==> config.mk <==
export PLATFORM = sky130hd
export DESIGN_NAME = pipe_stage_buf
export DESIGN_NICKNAME = d
export VERILOG_FILES = /design/src/rtl/cpu_types_pkg.sv /design/src/rtl/sat_counter.sv /design/src/rtl/pipe_stage_buf.sv
export SDC_FILE = /design/constraint.sdc
export NUM_CORES = 1
export LEC_CHECK = 0
export CAP_MARGIN = 20
export CORE_ASPECT_RATIO = 2
export CORE_UTILIZATION = 49
export DETAILED_ROUTE_END_ITERATION = 8
export PLACE_DENSITY_LB_ADDON = 0.08
export SYNTH_ARGS = -nofsm -noshare
export SYNTH_HDL_FRONTEND = slang
export SYNTH_SLANG_ARGS = --single-unit
==> constraint.sdc <==
create_clock -name CLK -period 2.1 [get_ports CLK]
set_input_delay 0.21 -clock CLK [delete_from_list [all_inputs] [get_ports CLK]]
set_output_delay 0.21 -clock CLK [all_outputs]
set_load 0.01 [all_outputs]
==> src/rtl/cpu_types_pkg.sv <==
// ============================================================================
// cpu_types_pkg : shared pipeline types (stage-buffer FSM states, stage payloads)
// Revision      : 1.0
// ============================================================================
`default_nettype none

package cpu_types_pkg;

  localparam int XLEN   = 32;
  localparam int REG_AW = 5;

  typedef enum logic [1:0] {
    PS_EMPTY = 2'd0,
    PS_ONE   = 2'd1,
    PS_FULL  = 2'd2
  } pipe_state_t;

  typedef struct packed {
    logic [XLEN-1:0]   pc;
    logic [XLEN-1:0]   rs1_val;
    logic [XLEN-1:0]   rs2_val;
    logic [XLEN-1:0]   imm;
    logic [REG_AW-1:0] rd;
    logic [3:0]        alu_op;
    logic              reg_we;
    logic              mem_re;
    logic              mem_we;
  } idex_t;

  typedef struct packed {
    logic [XLEN-1:0]   alu_result;
    logic [XLEN-1:0]   store_data;
    logic [REG_AW-1:0] rd;
    logic              reg_we;
    logic              mem_re;
    logic              mem_we;
  } exmem_t;

  typedef struct packed {
    logic [XLEN-1:0]   wb_data;
    logic [REG_AW-1:0] rd;
    logic              reg_we;
  } memwb_t;

  // Entries held by a two-entry stage in a given state.
  function automatic logic [1:0] state_occupancy(input pipe_state_t s);
    logic [1:0] occ;
    occ = 2'd0;
    case (s)
      PS_ONE:  occ = 2'd1;
      PS_FULL: occ = 2'd2;
      default: occ = 2'd0;
    endcase
    return occ;
  endfunction

endpackage

`default_nettype wire

==> src/rtl/sat_counter.sv <==
// ============================================================================
// sat_counter : up-counter that sticks at all-ones, synchronous clear
// Revision    : 1.0
// ============================================================================
`default_nettype none

module sat_counter #(
  parameter int CNT_W = 16
) (
  input  logic             CLK,
  input  logic             clear,
  input  logic             inc,
  output logic [CNT_W-1:0] count
);

  logic [CNT_W-1:0] r_count;

  always_ff @(posedge CLK) begin
    if (clear) begin
      r_count <= '0;
    end else if (inc && (r_count != {CNT_W{1'b1}})) begin
      r_count <= r_count + CNT_W'(1);
    end
  end

  assign count = r_count;

endmodule

`default_nettype wire

==> src/rtl/pipe_stage_buf.sv <==
// ============================================================================
// pipe_stage_buf : valid/ready pipeline register with flush, optional skid
//                  entry and saturating back-pressure counter
// Revision       : 1.0
// ============================================================================
`default_nettype none

module pipe_stage_buf
  import cpu_types_pkg::*;
#(
  parameter int WIDTH = 32,
  parameter int SKID  = 1,
  parameter int CNT_W = 16
) (
  input  logic             CLK,
  input  logic             RST,
  input  logic             flush,
  input  logic             in_valid,
  output logic             in_ready,
  input  logic [WIDTH-1:0] in_data,
  output logic             out_valid,
  input  logic             out_ready,
  output logic [WIDTH-1:0] out_data,
  output logic [1:0]       occupancy,
  output logic [CNT_W-1:0] stall_cnt
);

  logic             w_in_ready;
  logic             w_out_valid;
  logic [WIDTH-1:0] w_out_data;
  logic [1:0]       w_occupancy;
  logic             w_in_fire;
  logic             w_out_fire;

  assign w_in_fire  = in_valid & w_in_ready;
  assign w_out_fire = w_out_valid & out_ready;

  if (SKID != 0) begin : g_skid
    pipe_state_t      r_state;
    pipe_state_t      w_state_next;
    logic [WIDTH-1:0] r_main;
    logic [WIDTH-1:0] r_skid;
    logic [WIDTH-1:0] w_main_next;
    logic [WIDTH-1:0] w_skid_next;
    logic             r_in_ready;

    always_ff @(posedge CLK) begin
      if (RST) begin
        r_state    <= PS_EMPTY;
        r_main     <= '0;
        r_skid     <= '0;
        r_in_ready <= 1'b1;
      end else begin
        r_state    <= w_state_next;
        r_main     <= w_main_next;
        r_skid     <= w_skid_next;
        // Registered copy of (state != FULL) keeps out_ready off the in_ready path.
        r_in_ready <= (w_state_next != PS_FULL);
      end
    end

    always_comb begin
      w_state_next = r_state;
      w_main_next  = r_main;
      w_skid_next  = r_skid;
      if (flush) begin
        w_state_next = PS_EMPTY;
        w_main_next  = '0;
        w_skid_next  = '0;
      end else begin
        case (r_state)
          PS_EMPTY: begin
            if (w_in_fire) begin
              w_state_next = PS_ONE;
              w_main_next  = in_data;
            end
          end
          PS_ONE: begin
            if (w_in_fire && w_out_fire) begin
              w_main_next = in_data;
            end else if (w_in_fire) begin
              w_state_next = PS_FULL;
              w_skid_next  = in_data;
            end else if (w_out_fire) begin
              w_state_next = PS_EMPTY;
              w_main_next  = '0;
            end
          end
          PS_FULL: begin
            if (w_out_fire) begin
              w_state_next = PS_ONE;
              w_main_next  = r_skid;
              w_skid_next  = '0;
            end
          end
          default: begin
            w_state_next = PS_EMPTY;
            w_main_next  = '0;
            w_skid_next  = '0;
          end
        endcase
      end
    end

    assign w_in_ready  = r_in_ready;
    assign w_out_valid = (r_state != PS_EMPTY);
    assign w_out_data  = r_main;
    assign w_occupancy = state_occupancy(r_state);
  end else begin : g_single
    logic             r_valid;
    logic [WIDTH-1:0] r_main;

    always_ff @(posedge CLK) begin
      if (RST || flush) begin
        r_valid <= 1'b0;
        r_main  <= '0;
      end else if (w_in_fire) begin
        r_valid <= 1'b1;
        r_main  <= in_data;
      end else if (w_out_fire) begin
        r_valid <= 1'b0;
        r_main  <= '0;
      end
    end

    assign w_in_ready  = ~r_valid | out_ready;
    assign w_out_valid = r_valid;
    assign w_out_data  = r_main;
    assign w_occupancy = {1'b0, r_valid};
  end

  sat_counter #(
    .CNT_W (CNT_W)
  ) u_stall_cnt (
    .CLK   (CLK),
    .clear (RST),
    .inc   (w_out_valid & ~out_ready),
    .count (stall_cnt)
  );

  assign in_ready  = w_in_ready;
  assign out_valid = w_out_valid;
  assign out_data  = w_out_data;
  assign occupancy = w_occupancy;

endmodule

`default_nettype wire

==> run summary <==
RR Startpoint: u_stall_cnt.count[0]
Post-synth ARST share: 0%
R2R Path End: u_stall_cnt.count[8]
row cnt: 44
Simple-Gate Fraction of Synth Area: 20.5%
final layout net count: 564
final core utilization: 69.0%
fin crit share: 95.5%
minimum clock period: 2010 ps
CP max stage delay: 600 ps
post-CTS setup buffer count: 0
Synth Warn #: 0
Synth cell types: 39
buffer depth of the longest clock path: 2
Compound-Gate Fraction of Synth Area: 26.0%
post-synthesis xor/xnor area fraction: 2.63%
EDFF count, synth: 0
most common cell after layout, fill and taps aside: clkdlybuf4s50_1
drt first pass iters: 4
Hold Crit Depth: 2
layout cells sized above 1: 10.2%
antenna-violating nets left: 0
global-route wire length before repair: 16200 um
Total GRT Usage: 25.9%
Slew Limit Fails: 0
cts-stage hold buffer count: 0
count of max-cap constraint violations: 0
setup total negative slack: 0 ps
# clock sinks: 83
initial antenna violation count: 0
largest family of logic cells by synthesized area: compound AO/OA/AOI/OAI gates
reg-to-reg slack, setup: 250 ps
core area: 7270 um2
largest net degree at the start of global routing: 35
ant diodes: 0
Fmax achieved: 499 MHz
WL per Instance: 15.7 um
relative slew slack: 73.6%
register area share after synthesis: 45.3%
Top delay family on crit path: buffers and inverters
FF+latch area: 1660 um2
hold_sp: out_data[20]
prevailing post-synth register cell: dfxtp_1
Buffers on Ports: 88
WP data required: 1890 ps
critical path class: flop to output pin
Critical Path, Cell by Cell: buf_4, nor2b_2, clkdlybuf4s50_1
status: finished clean
slowest CP cell: clkdlybuf4s50_1
total global routing overflow: 0
CP bufs+invs: 2
post-synthesis mux area share: 0.307%
IO Pins: 89
Fin. Hold Viols: 0
height of the die: 124 um
CTS H-Tree Depth: 3
Post-Syn Area: 3670 um2
Detail Placement HPWL: 6620 um
critical path arrival: 1800 ps
Die Width: 63.2 um
Pleak: 1.75 nW
number of global-route vias before repair: 3559
Syn Area/Cell: 8.33 um2
Hold EP: out_data[20]
largest cells by area after synthesis: dfxtp_1 45%, a21oi_1 9.1%, a2bb2oi_1 7.6%
# setup viols final: 0
Syn-to-layout area delta: 36.8%
gp weighted congestion: 0.796
CTS buffer count: 9
Syn Nets: 478
CP Capture Type: output pin
peak fanout along the critical path: 13
synthesized-area fraction occupied by adder cells: 0.341%
vias per cell: 5.76
most frequent cells in the layout: 88 x clkdlybuf4s50_1, 82 x dfxtp_1, 70 x nand2_1
worst skew pair latency: 340 ps
Power per Cell Area: 710 nW/um2
CTS tree: yes
Yosys top cell by area: dfxtp_1
Initial Util: 50.5%
Layout Skew: 6.26 ps
initial drt markers: 284
Slew @ Worst Pin: 386 ps
CP Launch Type: flop
Post-Syn Instances: 440
clk slew on worst S/H paths: 60 ps
full die area: 7850 um2
routed wire length: 9760 um
DRC: 0
RSZ-0062 raised after global routing: false
Hold WC Path Type: flop to flop
Fill cells: 641
area of the multi-input gates: 1850 um2
Worst Reg-to-Reg Cells: 5
# resized after CTS: 0
clock root cell: clkbuf_16
vias: 3587
Max rail drop VDD: 0.520 mV
top cell type's share of synthesized area: 45.3%
Seq cells post-synth: 83
==> Yosys cell counts, drive strengths merged (4+ instances only) <==
| cell | number |
|---|---|
| nor3 | 6 |
| nand2 | 70 |
| a22oi | 32 |
| nand3 | 37 |
| xor2 | 4 |
| dfxtp | 83 |
| inv | 5 |
| nor2 | 20 |
| xnor2 | 7 |
| nand4 | 4 |
| clkbuf | 29 |
| a2bb2oi | 32 |
| buf | 10 |
| a21oi | 67 |
==> worst reg2reg max path: stages, from the launching register on <==
cell,delay (ps)
dfxtp_1,410
ha_1,250
inv_1,90
or4_4,580
or3_1,330
a21oi_1,140
==> sequential cells by signal, indices dropped and copies added (netlist names) <==
signal	flops
g_skid.r_skid	32
out_data	32
in_ready	1
g_skid.r_state	2
u_stall_cnt.count	16
==> report_power, final <==
group	switching, W	total, W	leakage (nW)	internal (W)
registers	0.0000183	0.00163	0.673	0.00161
logic	0.000221	0.000453	0.940	0.000232
clock network	0.000620	0.00148	0.135	0.000861
==> kinds of logic after synthesis <==
kind of cell / count (synthesis)
xor+xnor: 11
simple gates: 158
fa+ha+maj: 1
compound gates: 142
buf+inv: 44
flops: 83
mux: 1
==> final cells by class <==
class / instances / share of cell area (%)
Multi-Input combinational cell: 313 / 36.9
Sequential cell: 83 / 33.2
Timing Repair Buffer: 114 / 21.7
Clock buffer: 12 / 5.11
Tap cell: 92 / 2.29
Clock inverter: 4 / 0.499
Inverter: 5 / 0.374
==> stage by stage <==
step / cells / hold WS, ps / instance area, um2 / total power [W] / setup slack (ps)
3_5_place_dp: 607 / 442 / 4730 / 0.00211 / 88.7
5_1_grt: 623 / 469 / 5020 / 0.00367 / 41.1
2_1_floorplan: 440 / 362 / 3670 / 0.00189 / 378
6_report: 623 / 448 / 5020 / 0.00356 / 94.2
3_3_place_gp: 607 / 438 / 4730 / 0.00211 / 156
4_1_cts: 623 / 451 / 5020 / 0.00359 / 75.9
==> worst max-delay path by stage <==
stage	from	cells past startpoint	endpoint	slack, ps
final	g_skid.r_state[0]	3	occupancy[0]	90
after global routing	g_skid.r_state[0]	3	occupancy[0]	40
after CTS	g_skid.r_state[0]	3	occupancy[0]	80
after detailed placement	out_ready	5	u_stall_cnt.count[8]	90
after global placement	out_ready	5	u_stall_cnt.count[8]	160
after floorplan	u_stall_cnt.count[0]	5	u_stall_cnt.count[8]	380
==> layer usage <==
metal  up-vias  track usage [%]  wire length [um]
met5         -                0                 0
met4         0             13.9               265
met3        23             4.85               386
met2       102             48.2              5440
met1      1711             26.0              3670
li1       1751                -                 -
Note: power is estimated with default switching activity, not from simulation.
